===== src/rtl/ctrl_pkg.sv =====
// ctrl_pkg
//   Shared definitions for the multicycle control sequencer: FSM state
//   encodings, MIPS opcode/funct constants and the instruction-class enum
//   produced by instr_decode.
package ctrl_pkg;

    // State encodings are fixed because they are exported on state_dbg.
    localparam logic [2:0] ST_FETCH  = 3'd0;
    localparam logic [2:0] ST_DECODE = 3'd1;
    localparam logic [2:0] ST_EXEC   = 3'd2;
    localparam logic [2:0] ST_MEM    = 3'd3;
    localparam logic [2:0] ST_WB     = 3'd4;
    localparam logic [2:0] ST_HALT   = 3'd5;

    typedef enum logic [2:0] {
        S_FETCH  = ST_FETCH,
        S_DECODE = ST_DECODE,
        S_EXEC   = ST_EXEC,
        S_MEM    = ST_MEM,
        S_WB     = ST_WB,
        S_HALT   = ST_HALT
    } state_e;

    localparam logic [5:0] OP_RTYPE     = 6'h00;
    localparam logic [5:0] OP_IMM_LO    = 6'h08;
    localparam logic [5:0] OP_IMM_HI    = 6'h0F;
    localparam logic [5:0] OP_LW        = 6'h23;
    localparam logic [5:0] OP_SW        = 6'h2B;
    localparam logic [5:0] FN_JR        = 6'h08;
    localparam logic [5:0] FN_MULDIV_LO = 6'h18;
    localparam logic [5:0] FN_MULDIV_HI = 6'h1B;

    typedef enum logic [2:0] {
        CLS_NOWRITE = 3'd0,
        CLS_RWRITE  = 3'd1,
        CLS_IWRITE  = 3'd2,
        CLS_LW      = 3'd3,
        CLS_SW      = 3'd4
    } instr_class_e;

endpackage


===== src/rtl/instr_decode.sv =====
// instr_decode
//   Purely combinational classifier for the latched instruction.
//   Ports:
//     ir_i         in  32  instruction register contents
//     cls_o        out     instruction class (instr_class_e)
//     dest_zero_o  out  1  destination register of a writing class is $0
module instr_decode
    import ctrl_pkg::*;
(
    input  logic [31:0]  ir_i,
    output instr_class_e cls_o,
    output logic         dest_zero_o
);

    logic [5:0] opcode;
    logic [5:0] funct;
    logic [4:0] rt;
    logic [4:0] rd;
    logic       unused_fields;

    assign opcode = ir_i[31:26];
    assign funct  = ir_i[5:0];
    assign rt     = ir_i[20:16];
    assign rd     = ir_i[15:11];

    // rs and shamt never influence control flow.
    assign unused_fields = ^{ir_i[25:21], ir_i[10:6]};

    always_comb begin
        cls_o       = CLS_NOWRITE;
        dest_zero_o = 1'b0;
        if (opcode == OP_RTYPE) begin
            // JR and MULT/DIV family produce no GPR write.
            if (!(funct == FN_JR ||
                  (funct >= FN_MULDIV_LO && funct <= FN_MULDIV_HI))) begin
                cls_o       = CLS_RWRITE;
                dest_zero_o = (rd == 5'd0);
            end
        end else if (opcode >= OP_IMM_LO && opcode <= OP_IMM_HI) begin
            cls_o       = CLS_IWRITE;
            dest_zero_o = (rt == 5'd0);
        end else if (opcode == OP_LW) begin
            cls_o       = CLS_LW;
            dest_zero_o = (rt == 5'd0);
        end else if (opcode == OP_SW) begin
            cls_o       = CLS_SW;
        end
    end

endmodule


===== src/rtl/multicycle_ctrl.sv =====
// multicycle_ctrl
//   Multicycle control sequencer for the MIPS CPU. Latches one instruction
//   per fetch handshake and walks it through DECODE/EXEC/MEM/WB, stalling on
//   alu_busy (EXEC) and mem_waitrequest (MEM); stops for good on HALT_INSTR.
//
//   state  | meaning
//   FETCH  | instr_ready high, waiting for a transfer
//   DECODE | one-cycle register-file read (rf_active)
//   EXEC   | alu_start on entry, wait for alu_busy low, pick next stage
//   MEM    | mem_read/mem_write held until mem_waitrequest low
//   WB     | one-cycle register write (rf_w_en) and pc_advance
//   HALT   | terminal; only reset leaves
//
//   Ports: clk, reset (async, active low); fetch handshake instr_valid /
//   instr_ready / instruction; ir_out; stall inputs alu_busy,
//   mem_waitrequest; strobes ir_load, rf_active, rf_w_en, rf_reg_dst,
//   wb_sel, alu_start, mem_read, mem_write, pc_advance; halted, state_dbg.
module multicycle_ctrl
    import ctrl_pkg::*;
#(
    parameter logic [31:0] HALT_INSTR = 32'h0000_0008
) (
    input  logic        clk,
    input  logic        reset,
    input  logic        instr_valid,
    output logic        instr_ready,
    input  logic [31:0] instruction,
    output logic [31:0] ir_out,
    input  logic        alu_busy,
    input  logic        mem_waitrequest,
    output logic        ir_load,
    output logic        rf_active,
    output logic        rf_w_en,
    output logic        rf_reg_dst,
    output logic        wb_sel,
    output logic        alu_start,
    output logic        mem_read,
    output logic        mem_write,
    output logic        pc_advance,
    output logic        halted,
    output logic [2:0]  state_dbg
);

    logic [2:0]   state_q, state_d;
    logic [31:0]  ir_q, ir_d;
    // Marks the first EXEC cycle so alu_start fires once even when stalled.
    logic         exec_entry_q, exec_entry_d;
    instr_class_e cls;
    logic         dest_zero;
    logic         writes_gpr;

    instr_decode u_decode (
        .ir_i        (ir_q),
        .cls_o       (cls),
        .dest_zero_o (dest_zero)
    );

    assign writes_gpr = ((cls == CLS_RWRITE) || (cls == CLS_IWRITE)) && !dest_zero;

    always_comb begin
        state_d      = state_q;
        ir_d         = ir_q;
        exec_entry_d = 1'b0;
        instr_ready  = 1'b0;
        ir_load      = 1'b0;
        rf_active    = 1'b0;
        rf_w_en      = 1'b0;
        rf_reg_dst   = 1'b0;
        wb_sel       = 1'b0;
        alu_start    = 1'b0;
        mem_read     = 1'b0;
        mem_write    = 1'b0;
        pc_advance   = 1'b0;
        halted       = 1'b0;

        case (state_q)
            ST_FETCH: begin
                instr_ready = 1'b1;
                if (instr_valid) begin
                    ir_load = 1'b1;
                    ir_d    = instruction;
                    state_d = ST_DECODE;
                end
            end
            ST_DECODE: begin
                rf_active    = 1'b1;
                exec_entry_d = 1'b1;
                state_d      = ST_EXEC;
            end
            ST_EXEC: begin
                alu_start = exec_entry_q;
                if (!alu_busy) begin
                    // Halt check comes first: JR $0 would otherwise decode as no-write.
                    if (ir_q == HALT_INSTR) begin
                        state_d = ST_HALT;
                    end else if ((cls == CLS_LW) || (cls == CLS_SW)) begin
                        state_d = ST_MEM;
                    end else if (writes_gpr) begin
                        state_d = ST_WB;
                    end else begin
                        state_d    = ST_FETCH;
                        pc_advance = 1'b1;
                    end
                end
            end
            ST_MEM: begin
                mem_read  = (cls == CLS_LW);
                mem_write = (cls == CLS_SW);
                if (!mem_waitrequest) begin
                    if ((cls == CLS_LW) && !dest_zero) begin
                        state_d = ST_WB;
                    end else begin
                        state_d    = ST_FETCH;
                        pc_advance = 1'b1;
                    end
                end
            end
            ST_WB: begin
                rf_w_en    = 1'b1;
                pc_advance = 1'b1;
                rf_reg_dst = (cls == CLS_RWRITE);
                wb_sel     = (cls == CLS_LW);
                state_d    = ST_FETCH;
            end
            ST_HALT: begin
                halted = 1'b1;
            end
            default: begin
                state_d = ST_FETCH;
            end
        endcase
    end

    always_ff @(posedge clk or negedge reset) begin
        if (!reset) begin
            state_q      <= ST_FETCH;
            ir_q         <= 32'd0;
            exec_entry_q <= 1'b0;
        end else begin
            state_q      <= state_d;
            ir_q         <= ir_d;
            exec_entry_q <= exec_entry_d;
        end
    end

    assign ir_out    = ir_q;
    assign state_dbg = state_q;

endmodule


===== config.mk =====
export PLATFORM = sky130hd
export DESIGN_NAME = multicycle_ctrl
export DESIGN_NICKNAME = d
export VERILOG_FILES = /design/src/rtl/ctrl_pkg.sv /design/src/rtl/instr_decode.sv /design/src/rtl/multicycle_ctrl.sv
export SDC_FILE = /design/constraint.sdc
export NUM_CORES = 1
export LEC_CHECK = 0
export CORE_ASPECT_RATIO = 1.75
export CORE_UTILIZATION = 43
export CTS_CLUSTER_DIAMETER = 60
export DETAILED_ROUTE_END_ITERATION = 10
export PLACE_DENSITY_LB_ADDON = 0.05
export SLEW_MARGIN = 20
export SYNTH_ARGS = -nofsm -noshare
export SYNTH_HDL_FRONTEND = slang
export SYNTH_SLANG_ARGS = --single-unit

===== constraint.sdc =====
create_clock -name clk -period 4.05 [get_ports clk]
set_input_delay 0.81 -clock clk [delete_from_list [all_inputs] [get_ports clk]]
set_output_delay 0.81 -clock clk [all_outputs]
set_load 0.01 [all_outputs]

# Word level (Yosys, flattened, before mapping)
# Cells that the tools add are included.
[totals] ff_bits=36 latchBits=0 ramBits=0 rom_bits=0 elab_cells=73 mem_count=0
[classes] addsub=0 multipliers=0 n_div=0 order_cmp=4 eq_ne=16 shift=0 muxes=35 bitwise=1 n_reduce_logical=14
[op_table] cell="$mux W3" count=11
[op_table] cell="$eq A32 B4 Y1 const B" count=1
[op_table] cell="$mux W1" count=22
[op_table] cell="$pmux W3 S5" count=1
[op_table] cell="$eq A3 B2 Y1 const B" count=4
[op_table] cell="$eq A6 B6 Y1 const B" count=2
[op_table] cell="$logic_not A5 Y1" count=2
[op_table] cell="$eq A3 B3 Y1 const B" count=3
[op_table] cell="$eq A3 B1 Y1 const B" count=2
[op_table] cell="$eq A6 B4 Y1 const B" count=1
[op_table] cell="$ge A6 B4 Y1 const B" count=1
[op_table] cell="$ge A6 B5 Y1 const B" count=1
[op_table] cell="$le A6 B4 Y1 const B" count=1
[op_table] cell="$le A6 B5 Y1 const B" count=1
[op_table] cell="$logic_not A6 Y1" count=1
[op_table] cell="$ne A2 B2 Y1 const B" count=3
[op_table] cell="$logic_and A1 B1 Y1" count=4
[op_table] cell="$reduce_and A4 Y1" count=1
[op_table] cell="$logic_not A3 Y1" count=1
[op_table] cell="$logic_or A1 B1 Y1" count=3
[op_table] cell="$pmux W1 S3" count=1
[op_table] cell="$reduce_and A2 Y1" count=1
[op_table] cell="$logic_not A1 Y1" count=1
[op_table] cell="$not A1 Y1" count=1

# Longest topological paths before layout
[depth] depth_word=13 depth_mapped=6 ltp_nobuf=5

# Cells and area by module
# From an unflattened synthesis, not the netlist that was laid out.
[unflattened] cells_unflattened=140 hier_area_um2=1765.4
[by_module_without_submodules] mod="multicycle_ctrl" n_inst=1 cells_per_inst=124 area_each_um2=1649.1 seq_area_each_um2=900.9
[by_module_without_submodules] mod="instr_decode" n_inst=1 cells_per_inst=16 area_each_um2=116.4 seq_area_each_um2=0.0

# Worst setup path after synthesis
# OpenSTA, ideal clock, no wires.
[synth_path] kind="register -> output" startpoint="reg ir_q[16] (netlist: ir_out[16])" endpoint="out pc_advance" t_arrival_ns=1.896 setup_slack_ns=1.344 path_stages_with_launch=6 path_buffers=0 cell_sequence="dfrtp_1 > or4_4 > nor2_4 > inv_2 > or4_4 > a31o_1"
[synth_between] elab_chain_cells=11
[synth_rtl] element="from (decl)" line_no="multicycle_ctrl.sv:45" source="logic [31:0] ir_q, ir_d;"
[synth_rtl] element="from (signal assigned)" line_no="multicycle_ctrl.sv:141" source="ir_q <= ir_d;"
[synth_rtl] element="$logic_not A5 Y1" line_no="instr_decode.sv:41, instr_decode.sv:44"
[synth_rtl] element="$mux W1" line_no="instr_decode.sv:42" source="end else if (opcode == OP_LW) begin"
[synth_rtl] element="$mux W1" line_no="instr_decode.sv:39" source="end else if (opcode >= OP_IMM_LO && opcode <= OP_IMM_HI) begin"
[synth_rtl] element="$mux W1" line_no="instr_decode.sv:32" source="if (opcode == OP_RTYPE) begin"
[synth_rtl] element="$logic_not A1 Y1" line_no="multicycle_ctrl.sv:58, multicycle_ctrl.sv:110"
[synth_rtl] element="$logic_and A1 B1 Y1" line_no="multicycle_ctrl.sv:58" source="assign writes_gpr = ((cls == CLS_RWRITE) || (cls == CLS_IWRITE)) && !dest_zero;"
[synth_rtl] element="$mux W1" line_no="multicycle_ctrl.sv:98" source="end else if (writes_gpr) begin"
[synth_rtl] element="$mux W1" line_no="multicycle_ctrl.sv:96" source="end else if ((cls == CLS_LW) || (cls == CLS_SW)) begin"
[synth_rtl] element="$mux W1" line_no="multicycle_ctrl.sv:94" source="if (ir_q == HALT_INSTR) begin"
[synth_rtl] element="$mux W1" line_no="multicycle_ctrl.sv:92" source="if (!alu_busy) begin"
[synth_rtl] element="$pmux W1 S3 *" line_no="multicycle_ctrl.sv:76" source="case (state_q)"
[synth_rtl] element="to (decl)" line_no="multicycle_ctrl.sv:39" source="output logic pc_advance,"
# Every way passes the cells marked *; elsewhere a longest branch is shown, timed or not.

# Worst setup path in the final report
# Ends and elaborated chain as after synthesis.

==> flow_summary.toml <==
[floorplan]
io-pin-count = 83
die_y_microns = 85.07
chipWidth_microns = 49.47
coreArea_sq_um = 3701
die_area_sq_um = 4208
start_util_pct = 45.81
rows = 29

[pwr]
total_power_uw = 1984
p_per_area_nw_per_um2 = 747.4
ir_worst_vdd_v = 0.0004706
p_leak_uw = 0.001049

[placement]
pre_cts_slack_ns = 0.8671
dp_hpwl_microns = 3615
placement.io_buffers = 82
place_inst = 265
gp_congestion = 0.8699

[route]
vias = 1473
drt_iter0_drc = 22
drc = 0
wl_microns = 4616
dr.pass1.iters = 4
ant_nets = 0
avgRoutedWirePerCell_microns = 16.91
avgViaCountPerCell = 5.396

[clocking]
hold_buffers = 0
clkTransAtPathRegs_ns = 0.07
cts-resized-gates = 0
clock-sinks = 36
htree_levels = 2
ctsLongestPathBuffers = 2
cts_tree = "yes"
clockRootBuffer = "clkbuf_8"
cts_buffers = 5
cts_setup_buffers = 0
clock_latency_ns = 0.29

[timing]
slew_violations = 0
skew_ns = 0.008006
setup_viol = 0
worstMarginPinSlew_ns = 0.7797
grt_setup_unrepaired = "false"
slew_headroom_pct = 48.02
hold_slack_ns = 0.5296
tns_ns = 0
period_share_pct = 86.37
min_period_ns = 3.498
hold_viol = 0
worst_slack_ns = 0.5521
clock.fmax_mhz = 285.9

[global_routing]
antenna_found_initial = 0
grt_max_degree = 37
grt_overflow_total = 0
grt_first_pass_wirelength_microns = 7617
grt_pass1_vias = 1515
track_usage_pct = 24.35

[setup_path]
start_kind = "flop"
r2r-start = "ir_out[16]$_DFFE_PN0P_"
reg2reg_setup_slack_ns = 2.02
path_class = "flop to output port"
end_kind = "output port"
r2r-end = "state_dbg[2]$_DFFE_PN0P_"
reg2reg_depth = 5
cp.required_ns = 3.24
cp.arrival_ns = 2.69
path_max_fanout = 3

[worst_hold_path]
hp-start = "ir_out[3]$_DFFE_PN0P_"
worstHoldPathType = "flop to flop"
hold-path-endpoint = "ir_out[3]$_DFFE_PN0P_"
holdPathStages = 1

[layout]
final_layout_size_suffix_gt1_share_pct = 19.82
instances_no_fill = 273
final_nets = 263
diodes = 0
area_growth_pct = 56.61
layout_common_cells = "clkdlybuf4s50_1 (81), dfrtp_1 (36), mux2_2 (29)"
seqCellArea_sq_um = 900.9
final.fill_count = 285
multi_input_area_sq_um = 758.2
layout_commonest_cell = "clkdlybuf4s50_1"

[yosys]
synth_area_per_cell_sq_um = 11.94
synth_seq_area_share_pct = 53.14
syn_area_sq_um = 1695
synthCells = 142
synth_warnings = 0
ys_ff_latch = 36
synth_nets = 179
synth.distinct_cells = 34

[run]
drv_cap = 0

[run_status]
outcome = "complete, no violations"
[cell usage after synthesis]
cell | n | area share (%)
xnor2_1 | 1 | 0.52
o211ai_1 | 2 | 0.89
nor2b_1 | 1 | 0.37
buf_2 | 3 | 0.89
nand2b_1 | 1 | 0.37
inv_1 | 4 | 0.89
nor2_4 | 1 | 0.66
a2bb2oi_1 | 1 | 0.52
mux2_2 | 29 | 19
nor2_1 | 8 | 1.8
and2_1 | 1 | 0.37
a21oi_1 | 4 | 1.2
a31o_1 | 1 | 0.52
nand3_1 | 3 | 0.89
nor3b_1 | 1 | 0.44
inv_2 | 1 | 0.22
and3_1 | 2 | 0.74
a211oi_1 | 2 | 0.89
o31ai_1 | 2 | 0.89
nor3_1 | 6 | 1.8
mux2_1 | 2 | 1.3
and4_1 | 1 | 0.52
or4_4 | 2 | 1.3
nand2_1 | 7 | 1.6
o311ai_0 | 1 | 0.52
mux2i_1 | 1 | 0.59
nor4_2 | 1 | 0.74
a32o_1 | 1 | 0.59
nor4_1 | 5 | 1.8
o21ai_0 | 4 | 1.2
clkbuf_1 | 3 | 0.66
or3_1 | 3 | 1.1
nor4b_2 | 1 | 0.89
dfrtp_1 | 36 | 53
[worst max-delay path, stage by stage, from the launching register on]
cell             delay (ns)
dfrtp_1                0.40
or4_4                  0.55
nor2_4                 0.14
inv_2                  0.06
or4_4                  0.54
a31o_1                 0.23
clkdlybuf4s50_1        0.47
[power breakdown]
group	leakage [uW]	total (uW)	internal [uW]	switching (uW)
clock network	0.0000516	271	139	132
logic	0.000569	979	594	385
registers	0.000428	735	540	195
total	0.00105	1980	1270	711
[through the flow]
step | instance area (sq um) | utilization, %
CTS | 2655 | 71.74
global placement | 2559 | 69.13
floorplan | 1695 | -
finish | 2655 | 71.74
global route | 2655 | 71.74
detailed placement | 2559 | 69.13
[layer usage]
metal	GRT usage (%)	wire length, microns	vias to the layer above
met5	0	0	-
li1	-	-	689
met2	43.59	2623	53
met3	6.272	234	8
met4	8.831	81	0
met1	27.29	1676	723
[cells by family after synthesis]
group	share of synthesized area (%)
and+or+nand+nor	15.35
DFF	53.14
muxes	21.18
AOI/OAI and AO/OA	7.158
buffers and inverters	2.656
xor gates and xnor gates	0.5167
[area by class of cell]
type / instances / area share, %
Clock buffer: 6 / 3.110
Inverter: 5 / 0.7069
Timing Repair Buffer: 83 / 31.01
Tap cell: 46 / 2.168
Sequential cell: 36 / 33.93
Multi-Input combinational cell: 95 / 28.56
Clock inverter: 2 / 0.5184
[flip-flops by register name (all words and copies together), names as in the netlist]
register / cells
exec_entry_q: 1
state_dbg: 3
ir_out: 32
[worst max-delay path by stage]
stage | from | end | slack [ns] | depth (start not counted)
floorplan | ir_out[16]$_DFFE_PN0P_ | pc_advance | 1.34 | 5
global placement | ir_out[16]$_DFFE_PN0P_ | pc_advance | 0.90 | 6
detailed placement | ir_out[16]$_DFFE_PN0P_ | pc_advance | 0.87 | 6
CTS | ir_out[16]$_DFFE_PN0P_ | pc_advance | 0.55 | 6
global route | ir_out[16]$_DFFE_PN0P_ | pc_advance | 0.51 | 6
finish | ir_out[16]$_DFFE_PN0P_ | pc_advance | 0.55 | 6
Power figures use the tool's default switching activity.
